**src/rtl/piso_serializer.sv**
```systemverilog
// Parallel-in, serial-out shifter: accepts an N-bit word on a valid/ready handshake and emits it
// LSB first, one bit per enabled clock, with valid/last framing and a registered done pulse.
module piso_serializer #(
  parameter int unsigned N = 8,
  localparam int unsigned CW = (N > 1) ? $clog2(N) : 1
) (
  input  logic         clk,
  input  logic         reset,
  input  logic [N-1:0] data_in,
  input  logic         load_valid,
  output logic         load_ready,
  input  logic         shift_en,
  output logic         ser_out,
  output logic         ser_valid,
  output logic         ser_last,
  output logic         done
);

  typedef enum logic {StIdle, StShift} state_e;

  state_e         r_state, w_state_d;
  logic [N-1:0]   r_shreg, w_shreg_d;
  logic [CW-1:0]  r_count, w_count_d;
  logic           r_done, w_done_d;
  logic           w_last;

  assign w_last = (r_state == StShift) && (r_count == CW'(N - 1));

  always_comb begin
    w_state_d = r_state;
    w_shreg_d = r_shreg;
    w_count_d = r_count;
    w_done_d  = 1'b0;
    unique case (r_state)
      StIdle: begin
        if (load_valid) begin
          w_shreg_d = data_in;
          w_count_d = '0;
          w_state_d = StShift;
        end
      end
      StShift: begin
        if (shift_en) begin
          if (w_last) begin
            w_done_d = 1'b1;
            // A word offered during the last bit is taken with no bubble.
            if (load_valid) begin
              w_shreg_d = data_in;
              w_count_d = '0;
            end else begin
              w_state_d = StIdle;
            end
          end else begin
            w_shreg_d = r_shreg >> 1;
            w_count_d = r_count + CW'(1);
          end
        end
      end
      default: w_state_d = StIdle;
    endcase
  end

  always_ff @(posedge clk or posedge reset) begin
    if (reset) begin
      r_state <= StIdle;
      r_shreg <= '0;
      r_count <= '0;
      r_done  <= 1'b0;
    end else begin
      r_state <= w_state_d;
      r_shreg <= w_shreg_d;
      r_count <= w_count_d;
      r_done  <= w_done_d;
    end
  end

  // Outputs are forced quiet while reset is held, independent of the clock.
  always_comb begin
    load_ready = 1'b0;
    ser_valid  = 1'b0;
    ser_last   = 1'b0;
    ser_out    = 1'b0;
    if (!reset) begin
      load_ready = (r_state == StIdle) || (w_last && shift_en);
      ser_valid  = (r_state == StShift);
      ser_last   = w_last;
      ser_out    = (r_state == StShift) && r_shreg[0];
    end
  end

  assign done = r_done;

endmodule

```
**config.mk**
```make
export PLATFORM = sky130hd
export DESIGN_NAME = piso_serializer
export DESIGN_NICKNAME = d
export VERILOG_FILES = /design/src/rtl/piso_serializer.sv
export SDC_FILE = /design/constraint.sdc
export NUM_CORES = 1
export LEC_CHECK = 0
export ABC_AREA = 0
export CAP_MARGIN = 30
export CORE_MARGIN = 4
export CORE_UTILIZATION = 25
export DETAILED_ROUTE_END_ITERATION = 16
export PLACE_DENSITY = 0.51
export SYNTH_ARGS = -nofsm -noshare
export SYNTH_HDL_FRONTEND = slang
export SYNTH_SLANG_ARGS = --single-unit
export TNS_END_PERCENT = 30
```
**constraint.sdc**
```tcl
create_clock -name clk -period 4.35 [get_ports clk]
set_input_delay 0.435 -clock clk [delete_from_list [all_inputs] [get_ports clk]]
set_output_delay 0.435 -clock clk [all_outputs]
set_load 0.02 [all_outputs]
```
# Yosys cells after proc, flatten, opt, wreduce, memory -nomap -nowiden
# Index checks and enable logic that the tools add are counted.
# classes
add_sub_neg	1
mul	0
n_div	0
magnitude_cmp	0
eq_ne	2
shift	0
mux	19
bitwise	1
reduce_logical	4
# ops
cell	count
$mux 8	3
$pmux 8 s2	1
$mux 1	10
$mux 3	3
$pmux 3 s2	1
$add 3x1->3 const B	1
$eq 3x3->1 const B	1
$logic_and 1x1->1	3
$ne 2x2->1 const B	1
$pmux 1 s2	1
$logic_or 1x1->1	1
$not 1->1	1
# totals
register_bits	13
latchBits	0
ram_bits	0
rom_bits	0
output_inout_bits	5
elab_cells	31
mem_count	0

# Logic depth before layout (Yosys ltp)
# Gate-level depths: netlist of the first run.
# depth
ltp_word	5
ltp_mapped	6

# Worst setup path before layout of the first run
# No wires, ideal clock.
# synth_path
path_kind	flip-flop to output port
from	reg r_state
to	out ser_last
arrival_time_ps	1109
path_slack_ps	2806
stages_incl_launch_ff	3
path_buffers	0
path_cell_list	dfrtp_1 -> nor2b_1 -> and2_1
# synth_via
elab_chain_cells	2
# synth_lines
element	line_no	rtl
from (decl)	21	state_e r_state, w_state_d;
from (signal assigned)	65	r_state <= StIdle;
from (signal assigned)	70	r_state <= w_state_d;
$logic_and 1x1->1	27	assign w_last = (r_state == StShift) && (r_count == CW'(N - 1));
$mux 1	83	if (!reset) begin
to (decl)	15	output logic ser_last,
# Every way passes these cells.

# Worst setup path in the final report of the first run
# layout_path
from	in shift_en
to	out load_ready
# layout_via
elab_chain_cells	3
# layout_lines
element	line_no	rtl
from (decl)	12	input logic shift_en,
$logic_and 1x1->1	84	load_ready = (r_state == StIdle) || (w_last && shift_en);
$logic_or 1x1->1	84	
$mux 1	83	
to (decl)	11	output logic load_ready,
# Every way passes these cells.

==> results.md, run 1 <==
- By area the synthesized netlist is led by sky130_fd_sc_hd__dfrtp_1 46%, sky130_fd_sc_hd__a222oi_1 10%, sky130_fd_sc_hd__inv_1 9.1%.
- The total power divided by cell area is 467 nW/µm².
- The synthesized design contains 0 enable-type register cells.
- The core area is 2570 µm².
- The hold-fix buffer count after cts is 0.
- The count of port buffers added during placement is 16.
- The count of different cell masters after synthesis is 22.
- The number of buffers between clock root and the deepest sink is 2.
- Detailed placement finished with a half-perimeter wire length of 1050 µm.
- The flow ran to the end, and the final reports show no timing, DRC or antenna violations.
- Routability-driven placement finished with a final weighted congestion of 0.717.
- In this run the remaining antenna-violating nets after routing total 0.
- The layout cell share with drive strength beyond 1 is 8.05%.
- The primary flip-flop cell chosen by synthesis mapping is sky130_fd_sc_hd__dfrtp_1.
- The number of violations reported at the end of detailed-routing iteration 0 is 49.
- The final cell area excluding filler cells is 910 µm².
- The x dimension of the die is 61.0 µm.
- After clock tree synthesis, the clock-pin slew on the worst setup and hold paths is 0.08 ns.
- STA puts the critical path data required time at 3.91 ns.
- The library cell with the highest instance count after synthesis is sky130_fd_sc_hd__inv_1.
- The first global-routing pass estimated 2630 µm of wire.
- Of the synthesized area, sequential elements account for 46.3%.
- The clock latency reported for the late side of the worst-skew pair is 0.27 ns.
- Counting both buffers and inverters, the worst setup path holds a total of 2.
- The initial antenna violation count is 0.
- Once placement finished, the instance area stood at 883 µm².
- The clock period minus worst slack is 2.51 ns.
- Along the worst path, the maximum fanout reaches 14.
- The average cell area after synthesis is 10.0 µm².
- The number of failing setup endpoints in the final timing report is 0.
- The instance count after placement with tap cells included is 113.
- The top-level port count is 17.
- The data arrival time of the critical path is 2.08 ns.
- The final net count is 102.
- The post-cts repair resize count is 0.
- Synthesis handed over a netlist of 70 instances.
- Global routing finished with a remaining overflow of 0.
- The die is 61.0 µm tall.
- After clock tree synthesis, the setup repair step added 0 buffers.
- The cell family contributing the most delay on the critical path is buffers and inverters.
- The type of the worst min-delay path is in -> async.
- The number of clock sinks is 13.
- The TritonCTS clock tree is built.
- The filler cells instantiated in the layout total 283.
- The number of diodes added for antenna fixing is 0.
- The count of vias placed by the detailed router is 585.
- sky130_fd_sc_hd__dfrtp_1 takes more of the synthesized area than any other cell.
- The number of global-route vias before repair is 590.
- The number of violations of the max-capacitance limit is 0.
- By count the netlist is led by 17 x sky130_fd_sc_hd__inv_1, 13 x sky130_fd_sc_hd__dfrtp_1, 7 x sky130_fd_sc_hd__a222oi_1, 7 x sky130_fd_sc_hd__o22ai_1, 5 x sky130_fd_sc_hd__a22o_1.
- The multi-input logic area is 297 µm².
- The total CTS buffers is 3.
- The type of the setup path with the least slack is in -> out.
- On the final layout, the worst clock skew is 0.00323 ns.
- The count of final max-slew check failures is 0.
- The maximum number of pins on one net before global-route repair is 17.
- The cell chosen for the clock root is sky130_fd_sc_hd__clkbuf_4.
- On the worst path, the slowest cell contributes a delay of 0.79 ns.
- The number of detailed-route iterations in the first pass is 6.
- The total negative slack for setup checks is 0 ns.
- Derived from the worst setup path, the maximum achievable clock frequency is 398 MHz.
- STA classifies the critical path endpoint as a primary output.
- The number of nets produced by synthesis is 84.
- The floorplan has 18 rows.
- Measured on the finished design, the core utilization comes to 35.4%.
- Wires add up to 1550 µm.
- The number of H-tree branching levels is 1.
- The cell seen most often among critical-path stages is sky130_fd_sc_hd__clkdlybuf4s50_1.
- The post-route non-filler standard cell count is 117.
- Setup repair after global routing left no endpoint under its margin.
- From synthesis to final layout, the design area changed by 29.6%.
- The synthesized design contains 13 register bits.
- In the routed design, unresolved DRC markers number 0.
- The Yosys step of the flow raised 0 warnings.
- The share of Yosys cell area claimed by the top area cell type is 46.3%.
- At the pin with the least slew margin, the transition time is 0.570 ns.
- The slowest stage of the critical path is the sky130_fd_sc_hd__clkdlybuf4s50_1 cell.
- STA classifies the critical path startpoint as an input pin.
- The summed instance area of the synthesized netlist is 702 µm².
- The internal reg-to-reg setup slack is 2.65 ns.
- The critical path goes through clkdlybuf4s50_1, a21boi_2, nor2_1, clkdlybuf4s50_1.
- Registers take 325 µm².
- The analysis attributes to cell leakage a power of 0.000446 µW.
- The overall routing resource usage is 9.99%.
- After detailed routing, the average wire length per cell comes to 13.3 µm.
- The floorplan step defined a die boundary enclosing 3720 µm².
- The total count of hold-check failures in the final report is 0.
- The starting utilization of the core area is 27.3%.
- The part of the cycle the worst path needs is 57.8%.
- Headroom to the max-slew limit came out at 62.0%.
- For this run, asynchronously set or reset flops after synthesis account for 100%.
- In the routed layout, each cell is associated on average with a via count of 5.00.
- The worst-case IR drop observed on VDD is 0.000275 V.
[placed cells by master (no fill, tap or decap)]
cell,Yosys,layout
sky130_fd_sc_hd__nand2b_1,2,2
sky130_fd_sc_hd__a22o_1,5,5
sky130_fd_sc_hd__nor2b_1,2,2
sky130_fd_sc_hd__clkdlybuf4s50_1,0,16
sky130_fd_sc_hd__nor2_1,1,1
sky130_fd_sc_hd__o22ai_1,7,7
sky130_fd_sc_hd__ha_1,2,2
sky130_fd_sc_hd__and2_1,2,2
sky130_fd_sc_hd__inv_1,17,17
sky130_fd_sc_hd__a222oi_1,7,7
sky130_fd_sc_hd__and3_1,1,1
sky130_fd_sc_hd__a21oi_1,1,1
sky130_fd_sc_hd__nor2b_2,1,1
sky130_fd_sc_hd__mux2i_1,1,1
sky130_fd_sc_hd__and3b_1,1,1
sky130_fd_sc_hd__clkbuf_1,1,1
sky130_fd_sc_hd__a21oi_2,1,1
sky130_fd_sc_hd__dfrtp_1,13,13
sky130_fd_sc_hd__a21boi_2,1,1
sky130_fd_sc_hd__clkbuf_4,0,3
sky130_fd_sc_hd__a211oi_1,1,1
sky130_fd_sc_hd__or2_2,1,1
[routing by layer]
layer / global-route usage [%] / wire (µm)
met3: 4.68 / 121
met1: 12.8 / 765
met4: 3.72 / 16
met5: 0 / 0
met2: 14.7 / 650
[worst register-to-register path, stage by stage, from the launching register on]
cell and delay (ns):
sky130_fd_sc_hd__dfrtp_1 0.39, sky130_fd_sc_hd__ha_1 0.16, sky130_fd_sc_hd__ha_1 0.27, sky130_fd_sc_hd__inv_1 0.08, sky130_fd_sc_hd__a21oi_2 0.44, sky130_fd_sc_hd__a222oi_1 0.21
[registers in the layout (all words and copies together) (netlist names)]
register  flops
r_shreg       8
r_count       3
r_state       1
done          1
[logic make-up (layout without fill, tap and decap cells)]
| logic type | count (synthesis) | count (layout) | synth area share, % |
|---|---|---|---|
| mux | 1 | 1 | 1.43 |
| simple gates | 11 | 11 | 10.2 |
| buf+inv | 20 | 37 | 11.4 |
| compound gates | 23 | 23 | 27.1 |
| fa+ha+maj | 2 | 2 | 3.56 |
| flops | 13 | 13 | 46.3 |
[power breakdown]
part,internal [µW],total (µW),switching (µW)
clock,35.5,74.8,39.3
sequential,164,200,36.6
combinational,82.7,149,66.8
total,282,425,143
[per-stage QoR]
| stage | hold slack (ns) | total power, µW | setup slack, ns |
|---|---|---|---|
| after floorplan | 0.312 | 305 | 2.81 |
| after global placement | 0.525 | 350 | 1.87 |
| after detailed placement | 0.529 | 351 | 1.84 |
| after CTS | 0.553 | 429 | 1.84 |
| after global routing | 0.599 | 466 | 1.76 |
| final | 0.549 | 425 | 1.84 |
[path summary, 6_finish.rpt]
check	end	depth (start not counted)	startpoint
worst min register to register	r_count[1]	1	r_count[1]
max in group asynchronous	r_shreg[0]	2	reset
worst min-delay path	r_count[2]	2	reset
worst max register to register	r_shreg[1]	5	r_count[0]
worst max-delay path	load_ready	4	shift_en
min in group clk	r_count[1]	1	r_count[1]
[layout make-up]
type                    count  share of cell area [%]
multi-input cells          37                    32.6
clock buffers               4                    2.89
inverters                  17                    7.02
flip-flops and latches     13                    35.8
repair buffers             16                    17.6
well taps                  30                    4.13
Power figures use the tool's default switching activity.
==> run 2: changes to the inputs <==
--- a/config.mk
+++ b/config.mk
@@ -10,7 +10,7 @@
 export CORE_MARGIN = 4
 export CORE_UTILIZATION = 25
 export DETAILED_ROUTE_END_ITERATION = 16
-export PLACE_DENSITY = 0.51
+export PLACE_DENSITY = 0.53
 export SYNTH_ARGS = -nofsm -noshare
 export SYNTH_HDL_FRONTEND = slang
 export SYNTH_SLANG_ARGS = --single-unit
==> constraint.sdc (replaced) <==
create_clock -name clk -period 2.2 [get_ports clk]
set_input_delay 0.22 -clock clk [delete_from_list [all_inputs] [get_ports clk]]
set_output_delay 0.22 -clock clk [all_outputs]
set_load 0.02 [all_outputs]
==> run 2 against run 1 <==
Effect of this change: sequential power is 96% higher; final area increased by 2.2%; die area did not move; clock power rose by 110%; first-iteration DRC count fell by 27%; critical endpoint is now ser_out; highest routed layer is now met3.
==> results.md, run 2 (synthesis results as in run 1) <==
- Result of the run: completed (unchanged).
- The most common cell after layout, fill and taps aside is sky130_fd_sc_hd__inv_1 (unchanged).
- The type of the worst min-delay path is in -> async (unchanged).
- Dividing the final minimum period by the clock period gives 91.2%.
- The pin slew with the least headroom to its limit was 0.519 ns (was 0.570 ns).
- The total CTS buffers was 3 (unchanged).
- The sum of overflow across all layers after global routing came to 0 (unchanged).
- The die outline height was 61.0 µm (unchanged).
- The hold-fix buffer count after cts was 0 (unchanged).
- The total buffers and inverters traversed by the critical path is 1 (was 2).
- The worst-path maximum fanout is 10 (was 14).
- The critical path launch point type is a flop (was input pin).
- The clock period minus worst slack is 2.01 ns.
- The number of clock sinks is 13 (unchanged).
- The growth of design area from synthesis to finish is 32.4% (was 29.6%).
- The worst max-slew margin expressed relative to the limit was 65.4% (was 62.0%).
- The count of port buffers added during placement is 16 (unchanged).
- The post-route non-filler standard cell count is 119 (was 117).
- The number of buffers between clock root and the deepest sink is 2 (unchanged).
- The number of nets with antenna violations after routing came to 0 (unchanged).
- The layout cell share with drive strength beyond 1 is 10.1% (was 8.05%).
- The path length in cells of the critical path is 3 (was 4).
- The endpoint required time on the critical path was 1.98 ns (was 3.91 ns).
- The number of detailed-route iterations in the first pass is 4 (was 6).
- The x dimension of the die is 61.0 µm (unchanged).
- The data arrival time of the critical path is 1.79 ns (was 2.08 ns).
- The met2 track utilization from global routing is 13.7% (was 14.7%).
- The number of failing setup endpoints in the final timing report is 0 (unchanged).
- The global-route track usage on met1 came to 14.0% (was 12.8%).
- Top flop regs: r_shreg x8, r_count x3 (unchanged).
- The CTS clock-pin slew for the worst setup and hold paths was 0.09 ns (was 0.08 ns).
- The number of violations of the max-capacitance limit was 0 (unchanged).
- The element type at the critical path end was a primary output (unchanged).
- The number of cell instances on the worst register-to-register path was 5 (unchanged).
- The TritonCTS clock tree is built (unchanged).
- The total negative slack for setup checks was 0 ns (unchanged).
- The top-level port count is 17 (unchanged).
- The count of final max-slew check failures came to 0 (unchanged).
- The number of global-route vias before repair is 568 (was 590).
- The worst stage delay on the critical path came to 0.59 ns (was 0.79 ns).
- The first-pass GRT wire length is 2690 µm (was 2630 µm).
- The initial antenna violation count is 0 (unchanged).
- The total wirelength of the detailed-routed design is 1650 µm (was 1550 µm).
- The filler cell count is 277 (was 283).
- The top register by number of flip-flops is r_shreg (unchanged).
- The standby leakage power came to 0.000491 µW (was 0.000446 µW).
- The clock latency reported for the late side of the worst-skew pair came to 0.28 ns (was 0.27 ns).
- The number of violations reported at the end of detailed-routing iteration 0 was 36 (was 49).
- The core area was 2570 µm² (unchanged).
- The top cell family by delay on the critical path is buffers and inverters (unchanged).
- The maximum number of pins on one net before global-route repair is 14 (was 17).
- The number of diodes added for antenna fixing came to 0 (unchanged).
- The HPWL after detailed placement is 1170 µm (was 1050 µm).
- The overall routing resource usage came to 10.0% (was 9.99%).
- The cell chosen for the clock root is sky130_fd_sc_hd__clkbuf_4 (unchanged).
- The routed via count divided by cell count was 5.06 (was 5.00).
- The total count of hold-check failures in the final report is 0 (unchanged).
- The number of flip-flops in the largest register came to 8 (unchanged).
- The total area of sequential cells was 325 µm² (unchanged).
- The worst clock skew is 0.00523 ns (was 0.00323 ns).
- The maximum VDD drop was 0.000456 V (was 0.000275 V).
- Commonest non-fill, non-tap cells in the layout: 17 x sky130_fd_sc_hd__inv_1, 14 x sky130_fd_sc_hd__clkdlybuf4s50_1, 13 x sky130_fd_sc_hd__dfrtp_1, 7 x sky130_fd_sc_hd__o22ai_1, 7 x sky130_fd_sc_hd__a222oi_1 (was 17 x sky130_fd_sc_hd__inv_1, 16 x sky130_fd_sc_hd__clkdlybuf4s50_1, 13 x sky130_fd_sc_hd__dfrtp_1, 7 x sky130_fd_sc_hd__o22ai_1, 7 x sky130_fd_sc_hd__a222oi_1).
- The starting utilization of the core area is 27.3% (unchanged).
- The instance count after placement with tap cells included was 115 (was 113).
- The number of H-tree branching levels is 1 (unchanged).
- The DRC violation count after routing is 0 (unchanged).
- The area of the die is 3720 µm² (unchanged).
- The routing usage on met3 is 5.32% (was 4.68%).
- The count of vias placed by the detailed router came to 602 (was 585).
- The most used routing layer in global routing is met1 (was met2).
- The final net count is 104 (was 102).
- The routed wire length per instance is 13.8 µm (was 13.3 µm).
- The cell type of the slowest stage on the worst timing path is sky130_fd_sc_hd__clkdlybuf4s50_1 (unchanged).
- The multi-input logic area came to 297 µm² (unchanged).
- Setup repair after global routing missed its margin: no (unchanged).
- The type of the setup path with the least slack is reg -> out (was in -> out).
- Crit-path cells: nor2b_1, and2_1, clkdlybuf4s50_1 (was clkdlybuf4s50_1, a21boi_2, nor2_1, clkdlybuf4s50_1).
- Based on the critical path, the design can be clocked at up to 498 MHz.
- The total power divided by cell area is 920 nW/µm² (was 467 nW/µm²).
- The final weighted congestion in routability-driven placement is 0.678 (was 0.717).
- The number of placement rows is 18 (unchanged).
==> run 2: cell types whose count changed in the layout (fill, tap and decap cells not counted) <==
| cell | change |
|---|---|
| sky130_fd_sc_hd__buf_4 | +2 |
| sky130_fd_sc_hd__clkdlybuf4s50_1 | -2 |
| sky130_fd_sc_hd__dlymetal6s2s_1 | +2 |
==> run 2: worst paths after layout <==
path,from,endpoint,slack [ns]
max,r_state,ser_out,0.19
min,reset,done,0.32
max reg2reg,r_count[0],r_shreg[6],0.50
min reg2reg,r_count[2],r_count[2],0.55
max in group asynchronous,reset,r_count[2],1.54
min in group clk,data_in[1],r_shreg[1],0.50
==> run 2: stage by stage <==
stage          worst slack, ns  cell area [µm²]  utilization [%]  hold WS, ns  total power [µW]
2_1_floorplan            0.775              702                -       0.0970               604
3_3_place_gp             0.330              898             35.0        0.521               692
3_5_place_dp             0.340              898             35.0        0.529               706
4_1_cts                0.00400              925             36.0        0.338               863
5_1_grt                 0.0369              930             36.2        0.386               928
6_report                 0.193              930             36.2        0.315               855
==> run 2: cell type report <==
type                       instances  share of cell area [%]
timing repair buffer              18                    19.4
tap                               30                    4.04
sequential                        13                    35.0
inverter                          17                    6.86
multi-input combinational         37                    31.9
clock buffer                       4                    2.83
==> run 2: layer usage <==
metal / vias to the layer above / share of wire (%)
met4: 0 / 0
met2: 21 / 43
li1: 295 / -
met5: - / 0
met1: 286 / 48
met3: 0 / 8.9
==> run 2: timing repair <==
item | CTS | global route
gates resized for setup | 0 | 2
buffers inserted | 0 | 0
endpoints found under the setup margin | 0 | 2
==> run 2: report_power, final <==
group	switching, µW	leakage, µW	total [µW]	internal, µW
Clock	87.0	0.0000150	158	70.5
Combinational	140	0.000328	306	167
Sequential	67.1	0.000148	391	324
==> run 2: worst reg2reg max path: cells and delay by family (launching register included) <==
kind / cells / cell delay, ns
AOI/OAI and AO/OA: 2 / 0.66
adders and majority gates: 2 / 0.42
DFF: 1 / 0.40
buffers and inverters: 1 / 0.08
==> run 3: changes to the inputs <==
--- a/config.mk
+++ b/config.mk
@@ -11,6 +11,7 @@
 export CORE_UTILIZATION = 25
 export DETAILED_ROUTE_END_ITERATION = 16
 export PLACE_DENSITY = 0.53
+export REMOVE_ABC_BUFFERS = 1
 export SYNTH_ARGS = -nofsm -noshare
 export SYNTH_HDL_FRONTEND = slang
 export SYNTH_SLANG_ARGS = --single-unit
==> constraint.sdc (replaced) <==
create_clock -name clk -period 2.2 [get_ports clk]
set_input_delay 0.66 -clock clk [delete_from_list [all_inputs] [get_ports clk]]
set_output_delay 0.66 -clock clk [all_outputs]
set_load 0.02 [all_outputs]
==> run 3 against run 2 <==
Effect of this change: wire length is 1.2% lower; register-to-register slack hardly changed; sequential share of layout area is 1.4 points lower; critical path depth is 2 higher; critical path type unchanged; global-route usage is 0.061 points lower; worst hold slack better by 0.23 ns; sequential power is 1% lower; core utilization is 1.5 points higher.
==> results.md, run 3 (synthesis results as in run 1) <==
- The number of H-tree branching levels is 1 (unchanged).
- The top cell family by delay on the critical path is flip-flops (was buffers and inverters).
- The type of the setup path with the least slack is reg -> out (unchanged).
- The hold-fix buffer count after cts came to 0 (unchanged).
- The critical path launch point type is a flop (unchanged).
- The DRC violation count after routing is 0 (unchanged).
- The number of placement rows is 18 (unchanged).
- Crit-path cells: ha_1, ha_2, a21boi_2, nor2_1, buf_4 (was nor2b_1, and2_1, clkdlybuf4s50_1).
- Result of the run: completed (unchanged).
- The cell area reported after detailed placement came to 951 µm² (was 898 µm²).
- The TritonCTS clock tree is built (unchanged).
- The clock latency reported for the late side of the worst-skew pair is 0.27 ns (was 0.28 ns).
- The data arrival time of the critical path came to 1.42 ns (was 1.79 ns).
- The number of clock sinks came to 13 (unchanged).
- The clock period minus worst slack came to 2.08 ns (was 2.01 ns).
- The multi-input logic area is 302 µm² (was 297 µm²).
- The number of detailed-route iterations in the first pass is 5 (was 4).
- The HPWL after detailed placement was 1210 µm (was 1170 µm).
- The path length in cells of the critical path is 5 (was 3).
- The number of global-route vias before repair is 621 (was 568).
- The top-level port count is 17 (unchanged).
- The number of violations of the max-capacitance limit is 0 (unchanged).
- The final net count is 111 (was 104).
- The overall routing resource usage is 9.97% (was 10.0%).
- The worst max-slew margin expressed relative to the limit is 64.9% (was 65.4%).
- The x dimension of the die is 61.0 µm (unchanged).
- The total buffers and inverters traversed by the critical path is 1 (unchanged).
- The number of nets with antenna violations after routing is 0 (unchanged).
- Top flop regs: r_shreg x8, r_count x3 (unchanged).
- The routed wire length per instance is 12.9 µm (was 13.8 µm).
- The maximum number of pins on one net before global-route repair is 14 (unchanged).
- The worst clock skew came to 0.00191 ns (was 0.00523 ns).
- The pin slew with the least headroom to its limit is 0.525 ns (was 0.519 ns).
- The starting utilization of the core area is 27.3% (unchanged).
- The worst-path maximum fanout was 3 (was 10).
- The core area is 2570 µm² (unchanged).
- The layout cell share with drive strength beyond 1 is 22.9% (was 10.1%).
- Commonest non-fill, non-tap cells in the layout: 17 x sky130_fd_sc_hd__inv_1, 13 x sky130_fd_sc_hd__dfrtp_1, 11 x sky130_fd_sc_hd__buf_4, 10 x sky130_fd_sc_hd__clkdlybuf4s50_1 (was 17 x sky130_fd_sc_hd__inv_1, 14 x sky130_fd_sc_hd__clkdlybuf4s50_1, 13 x sky130_fd_sc_hd__dfrtp_1, 7 x sky130_fd_sc_hd__o22ai_1, 7 x sky130_fd_sc_hd__a222oi_1).
- The number of failing setup endpoints in the final timing report is 0 (unchanged).
- The area of the die was 3720 µm² (unchanged).
- The standby leakage power is 0.000504 µW (was 0.000491 µW).
- The final cell area excluding filler cells is 968 µm² (was 930 µm²).
- The final weighted congestion in routability-driven placement is 0.743 (was 0.678).
- The part of the cycle the worst path needs is 94.4% (was 91.2%).
- The post-route worst hold slack is 0.550 ns (was 0.315 ns).
- The total wirelength of the detailed-routed design is 1630 µm (was 1650 µm).
- The count of port buffers added during placement was 16 (unchanged).
- The cell type of the slowest stage on the worst timing path is sky130_fd_sc_hd__dfrtp_1 (was sky130_fd_sc_hd__clkdlybuf4s50_1).
- The filler cell count is 296 (was 277).
- The first-pass GRT wire length is 2720 µm (was 2690 µm).
- The number of cell instances on the worst register-to-register path is 6 (was 5).
- The cell count of the worst hold path is 1.
- The number of flip-flops in the largest register came to 8 (unchanged).
- The maximum frequency from static timing analysis was 481 MHz (was 498 MHz).
- The count of final max-slew check failures is 0 (unchanged).
- The element type at the critical path end is a primary output (unchanged).
- The number of diodes added for antenna fixing is 0 (unchanged).
- The instance count after placement with tap cells included is 122 (was 115).
- The cell chosen for the clock root is sky130_fd_sc_hd__clkbuf_4 (unchanged).
- The sum of overflow across all layers after global routing is 0 (unchanged).
- The most common cell after layout, fill and taps aside is sky130_fd_sc_hd__inv_1 (unchanged).
- The post-route non-filler standard cell count is 126 (was 119).
- The maximum VDD drop is 0.000490 V (was 0.000456 V).
- The top register by number of flip-flops is r_shreg (unchanged).
- The total count of hold-check failures in the final report is 0 (unchanged).
- The initial antenna violation count was 0 (unchanged).
- The type of the worst min-delay path is reg -> reg (was in -> async).
- The number of buffers between clock root and the deepest sink is 2 (unchanged).
- The routed via count divided by cell count is 4.83 (was 5.06).
- The total CTS buffers is 3 (unchanged).
- The worst stage delay on the critical path is 0.41 ns (was 0.59 ns).
- Setup repair after global routing missed its margin: no (unchanged).
- The count of vias placed by the detailed router is 608 (was 602).
- The power consumption is 882 µW (was 855 µW).
- The total area of sequential cells is 325 µm² (unchanged).
- The growth of design area from synthesis to finish was 38.0% (was 32.4%).
- The endpoint required time on the critical path is 1.54 ns (was 1.98 ns).
- The die outline height is 61.0 µm (unchanged).
- The CTS clock-pin slew for the worst setup and hold paths is 0.08 ns (was 0.09 ns).
- The number of violations reported at the end of detailed-routing iteration 0 was 42 (was 36).
- The total power divided by cell area is 910 nW/µm² (was 920 nW/µm²).
-- run 3: changes by cell type in the layout (fill, tap and decap cells not counted) --
cell	change
sky130_fd_sc_hd__dlygate4sd2_1	+1
sky130_fd_sc_hd__dlymetal6s2s_1	-1
sky130_fd_sc_hd__nor2b_1	-1
sky130_fd_sc_hd__buf_2	+2
sky130_fd_sc_hd__buf_4	+9
sky130_fd_sc_hd__ha_1	-1
sky130_fd_sc_hd__nor2b_2	+1
sky130_fd_sc_hd__clkdlybuf4s50_1	-4
sky130_fd_sc_hd__ha_2	+1
-- run 3: area by class of cell --
cell class | instances | area share (%)
Inverter | 17 | 6.59
Timing Repair Buffer | 25 | 22.1
Multi-Input combinational cell | 37 | 31.1
Clock buffer | 4 | 2.71
Sequential cell | 13 | 33.6
Tap cell | 30 | 3.88
-- run 3: repair_timing --
item                                   CTS  global route
setup endpoints to repair                4             1
gates cloned                             0             0
resized for setup                       19             3
endpoints found under the hold margin    0             0
buffers inserted                         0             0
-- run 3: per-stage QoR --
step | setup WS [ns] | TNS, ns | utilization, %
after floorplan | 0.229 | 0 | -
after global placement | -0.479 | -1.81 | 37.0
after detailed placement | -0.506 | -1.89 | 37.0
after CTS | 0.0390 | 0 | 37.4
after global routing | 0.0233 | 0 | 37.7
final | 0.122 | 0 | 37.7
-- run 3: power breakdown --
part	leakage, µW	total (µW)	internal (µW)	switching (µW)
clock	0.0000150	150	70.3	80.1
combinational	0.000341	345	193	152
sequential	0.000148	386	324	61.6
-- run 3: worst paths after layout --
path | from | to | slack [ns]
worst max-delay path | r_count[1] | load_ready | 0.12
worst min-delay path | r_count[2] | r_count[2] | 0.55
worst max register to register | r_count[1] | r_shreg[0] | 0.50
worst min register to register | r_count[2] | r_count[2] | 0.55
max in group asynchronous | reset | r_shreg[1] | 1.15
min in group asynchronous | reset | r_shreg[3] | 0.70
-- run 3: per-layer routing --
metal  vias to the layer above  wire length, µm  global-route usage, %  share of wire, %
li1                        307                -                      -                 -
met1                       280              789                   13.8                48
met2                        19              727                   14.8                45
met3                         2               97                   3.83               6.0
met4                         0               12                   2.17              0.74
met5                         -                0                      0                 0
